==> config.mk <==
export PLATFORM = sky130hd
export DESIGN_NAME = restoring_divider_seq
export DESIGN_NICKNAME = d
export VERILOG_FILES = /design/src/rtl/restoring_divider_seq.sv
export SDC_FILE = /design/constraint.sdc
export NUM_CORES = 1
export LEC_CHECK = 0
export CAP_MARGIN = 15
export CORE_MARGIN = 2
export CORE_UTILIZATION = 56
export DETAILED_ROUTE_END_ITERATION = 8
export PLACE_DENSITY = 0.8
export SETUP_SLACK_MARGIN = 0.1
export SLEW_MARGIN = 20
export SYNTH_ARGS = -nofsm -noshare
export SYNTH_HDL_FRONTEND = slang
export SYNTH_SLANG_ARGS = --single-unit
==> constraint.sdc <==
create_clock -name clk -period 3.1 [get_ports clk]
set_clock_uncertainty 0.1 [all_clocks]
set_input_delay 0.465 -clock clk [delete_from_list [all_inputs] [get_ports clk]]
set_output_delay 0.465 -clock clk [all_outputs]
set_load 0.1 [all_outputs]
==> src/rtl/restoring_divider_seq.sv <==
// Sequential signed restoring divider: sign-magnitude A/Q/M datapath, one quotient bit per clock.
// start/busy/done handshake; results and flags hold until the next operation's FIX step.
module restoring_divider_seq #(
  parameter int WIDTH = 8
) (
  input  logic             clk,
  input  logic             rst_n,
  input  logic             start,
  input  logic [WIDTH-1:0] dividend,
  input  logic [WIDTH-1:0] divisor,
  output logic             busy,
  output logic             done,
  output logic [WIDTH-1:0] quotient,
  output logic [WIDTH-1:0] remainder,
  output logic             div_zero,
  output logic             overflow
);

  localparam int CW = $clog2(WIDTH + 1);

  typedef enum logic [1:0] {IDLE, ITER, FIX} state_t;

  state_t            state, next;
  logic [WIDTH:0]    a;
  logic [WIDTH-1:0]  q, m;
  logic [CW-1:0]     count;
  logic              sign_q, sign_r, zdiv;

  logic [2*WIDTH:0]  aq_sh;
  logic [WIDTH:0]    a_sh, t;
  logic [WIDTH-1:0]  q_sh, dvd_mag, dvs_mag, q_fix, r_fix;
  logic              accept;

  assign accept  = (state == IDLE) && start;
  assign dvd_mag = dividend[WIDTH-1] ? WIDTH'(-dividend) : dividend;
  assign dvs_mag = divisor[WIDTH-1]  ? WIDTH'(-divisor)  : divisor;

  // Shift the whole {A,Q} pair; A's top bit falls out because A < M before each step.
  assign aq_sh = {a, q} << 1;
  assign a_sh  = aq_sh[2*WIDTH:WIDTH];
  assign q_sh  = aq_sh[WIDTH-1:0];
  assign t     = a_sh - {1'b0, m};

  assign q_fix = sign_q ? WIDTH'(-q) : q;
  assign r_fix = sign_r ? WIDTH'(-a[WIDTH-1:0]) : a[WIDTH-1:0];

  always_ff @(posedge clk or negedge rst_n) begin
    if (!rst_n) state <= IDLE;
    else        state <= next;
  end

  always_comb begin
    next = state;
    case (state)
      IDLE: if (start) next = (divisor == '0) ? FIX : ITER;
      ITER: if (count == CW'(1)) next = FIX;
      FIX:  next = IDLE;
      default: next = IDLE;
    endcase
  end

  always_ff @(posedge clk or negedge rst_n) begin
    if (!rst_n) begin
      a         <= '0;
      q         <= '0;
      m         <= '0;
      count     <= '0;
      sign_q    <= 1'b0;
      sign_r    <= 1'b0;
      zdiv      <= 1'b0;
      busy      <= 1'b0;
      done      <= 1'b0;
      quotient  <= '0;
      remainder <= '0;
      div_zero  <= 1'b0;
      overflow  <= 1'b0;
    end else begin
      done <= 1'b0;
      case (state)
        IDLE: if (accept) begin
          sign_q <= dividend[WIDTH-1] ^ divisor[WIDTH-1];
          sign_r <= dividend[WIDTH-1];
          m      <= dvs_mag;
          // A zero divisor skips iteration, so Q carries the raw dividend to FIX.
          q      <= (divisor == '0) ? dividend : dvd_mag;
          zdiv   <= (divisor == '0);
          a      <= '0;
          count  <= CW'(WIDTH);
          busy   <= 1'b1;
        end
        ITER: begin
          count <= count - CW'(1);
          if (t[WIDTH]) begin
            a <= a_sh;
            q <= {q_sh[WIDTH-1:1], 1'b0};
          end else begin
            a <= t;
            q <= {q_sh[WIDTH-1:1], 1'b1};
          end
        end
        FIX: begin
          busy <= 1'b0;
          done <= 1'b1;
          if (zdiv) begin
            quotient  <= '1;
            remainder <= q;
            div_zero  <= 1'b1;
            overflow  <= 1'b0;
          end else begin
            quotient  <= q_fix;
            remainder <= r_fix;
            div_zero  <= 1'b0;
            overflow  <= !sign_q && (q == {1'b1, {(WIDTH-1){1'b0}}});
          end
        end
        default: ;
      endcase
    end
  end

endmodule

==> results.md <==
- Via Count: 2505
- Final hold violations: 0
- Tcrit/Tclk final: between 80% and 90%
- Worst path max stage delay: 0.43 ns
- Total Routing Usage GR: 22.2%
- Die height: 78.3 µm
- Fin area: about 3600 µm²
- Final net count: 415
- Xor/xnor share of the synthesized area: 8.50%
- Asr flop ratio synth: 100%
- Crit start category: flop
- Post-layout util: about two thirds
- Status: finished clean
- Crit path max fanout: 11
- H-tree depth: 2
- Cts hold-fix bufs: 0
- Sequential element share of the synthesized area: 42.9%
- Drt drc: 0
- Largest family of logic cells by synthesized area: compound AO/OA/AOI/OAI gates
- Post-synth cell types: 45
- Total number of yosys warnings: 0
- Site Rows: 27
- GPL Wtd Cong: roughly 0.78
- Reg2reg end: a[5]
- Drt wl/cell: 13.7 µm
- Vias per cell: 5.52
- First-iteration detailed-routing DRC count: 178
- Worst setup path start: q[7]
- Die Area: 6130 µm²
- FMAX: about 400 MHz
- Worst Path Arrival: 2.58 ns
- Port bufs: 38
- # diodes: 0
- Core area: approximately 5400 µm²
- Fin worst setup slack: 0.582 ns
- # setup viols final: 0
- Io pins: 39
- 1st-pass router iterations: 4
- Synth Area in Compound Gates: 16.9%
- Fillers: approximately 470
- Slew @ Worst Pin: 0.945 ns
- Pre-CTS setup slack: 0.602 ns
- CP max stage cell: dfrtp_1
- MaxCap Viol Count: 0
- Prevailing post-synth register cell: dfrtp_1
- CP required: 3.16 ns
- Reg2reg start: q[7]
- CTS resizes: 0
- Adder-cell share of the synthesized area: 6.32%
- First-pass GRT wire length: 10800 µm
- Most frequent CP cell: inv_1
- Multiplexer share of the synthesized area: 3.56%
- Setup TNS: 0 ns
- Seq. cell area: approximately 1300 µm²
- Mapped Area: 3090 µm²
- Max Buffers Root-to-Sink: 2
- Crit. End Element: flop
- Clk Latency, worst-skew pair: roughly 0.31 ns
- EDFF count, synth: 0
- Yosys reg bits: 53
- TritonCTS Sinks: 53
- RSZ-0062 raised after global routing: false
- Cells after Synth: 347
- CTS Buf Count: 5
- Mapped Nets: between 300 and 400
- Clk root buf: clkbuf_8
- Share of layout cells above drive strength 1: between 10% and 20%
- Placed inst area: 3460 µm²
- R2R setup slack: 0.58 ns
- Global route overflow: 0
- Post CTS Setup Buffer Count: 0
- Clk slew on worst S/H paths: 0.10 ns
- Crit path time final: 2.52 ns
- Final antenna-violating net count: 0
- Worst r2r path cells: 11
- DP HPWL: 4620 µm
- Largest net degree at the start of global routing: 54
- Initial Util: a little under three fifths
- Max_slew headroom: 37.0%
- Worst Path Class, Setup: flop to flop
- CTS tree: yes
- Pins Over Slew Limit: 0
- Post-synthesis simple-gate area fraction: 16.2%
- Synthesis-to-finish area growth: 14.9%
- Vias in the first global route: 2388
- Syn_area_per_cell: 8.91 µm²
- Initial antenna violation count: 0
- Width of the die: 78.3 µm
- Area of the multi-input gates: 1590 µm²
- Cells along the critical path: inv_1 > ha_1 > inv_1 > fa_1 > a21oi_1 > o211ai_1 > nand2_1 > xor2_1 > buf_4 > mux2i_1 > o21ai_1
- Class of the worst hold path: input port to asynchronous set/reset pin
- Final wirelength: 6210 µm
worst max-delay path by stage:
stage	endpoint	slack, ns
2_1_floorplan	a[1]	0.76
6_report	a[5]	0.58
5_1_grt	a[4]	0.31
4_1_cts	a[5]	0.57
3_5_place_dp	a[5]	0.60
3_3_place_gp	a[6]	0.71
worst max-delay path, delay by kind of cell (launching register included):
| family | cells | cell delay (ns) |
|---|---|---|
| compound gates | 3 | 0.42 |
| xor+xnor | 1 | 0.14 |
| fa+ha+maj | 2 | 0.58 |
| buf+inv | 3 | 0.41 |
| flops | 1 | 0.43 |
| mux | 1 | 0.20 |
| simple gates | 1 | 0.09 |
cells in the mapped netlist (5+ instances only):
master | n | area [µm²]
dfrtp_1 | 53 | 1330
nand2_1 | 35 | 131
nor2_1 | 35 | 131
o21ai_1 | 32 | 160
a21oi_1 | 29 | 145
inv_1 | 20 | 75.1
xor2_1 | 18 | 158
ha_1 | 14 | 175
nand3_1 | 14 | 70.1
xnor2_1 | 12 | 105
mux2i_1 | 11 | 110
clkbuf_1 | 10 | 37.5
o31ai_1 | 6 | 45.0
or3_1 | 5 | 31.3
sequential cells by signal (all words and copies together), names as in the netlist:
name / cells
sign_q: 1
sign_r: 1
m: 8
zdiv: 1
overflow: 1
div_zero: 1
count: 4
q: 8
state: 2
a: 8
remainder: 8
done: 1
quotient: 8
busy: 1
stage by stage:
step	hold slack, ns	cells
4_1_cts	0.187	454
6_report	0.147	454
3_5_place_dp	0.365	446
5_1_grt	0.220	454
3_3_place_gp	0.360	446
2_1_floorplan	0.0694	347
layer usage:
| layer | GRT usage, % | up-vias | wire length (µm) |
|---|---|---|---|
| met3 | 3.68 | 14 | 270 |
| met2 | 38.0 | 64 | 2990 |
| li1 | - | 1271 | - |
| met5 | 0 | - | 0 |
| met4 | 8.42 | 0 | 145 |
| met1 | 28.4 | 1156 | 2800 |
kinds of logic after synthesis:
| family | Yosys count |
|---|---|
| AND/OR/NAND/NOR | 110 |
| AO/OA/AOI/OAI | 89 |
| flip-flops | 53 |
| buffers and inverters | 39 |
| XOR/XNOR | 30 |
| adder cells (fa/ha/maj) | 15 |
| multiplexers | 11 |
layout by cell type, fill, tap and decap left out, drive strengths merged, types with 2 or more instances in the layout:
master	instances
xnor2	12
o22ai	3
ha	14
inv	23
a31oi	4
o21ai	33
clkdlybuf4s50	17
o221ai	2
a21oi	30
and3	4
mux2i	11
or3	5
o41ai	2
o211ai	2
buf	26
nand2b	2
nand3	14
a22oi	2
clkbuf	6
xor2	18
clkinv	2
nor2	35
nand2	36
nor2b	4
dfrtp	53
o31ai	6
nor3	4
final cells by class:
| cell class | instances | share of cell area, % |
|---|---|---|
| well taps | 72 | 2.54 |
| clock inverters | 2 | 0.387 |
| flip-flops and latches | 53 | 37.3 |
| inverters | 23 | 2.43 |
| multi-input cells | 255 | 44.8 |
| repair buffers | 43 | 10.2 |
| clock buffers | 6 | 2.32 |
Power is not shown: default switching activity piles up to over one toggle a cycle in this logic, so the estimate is an artifact.
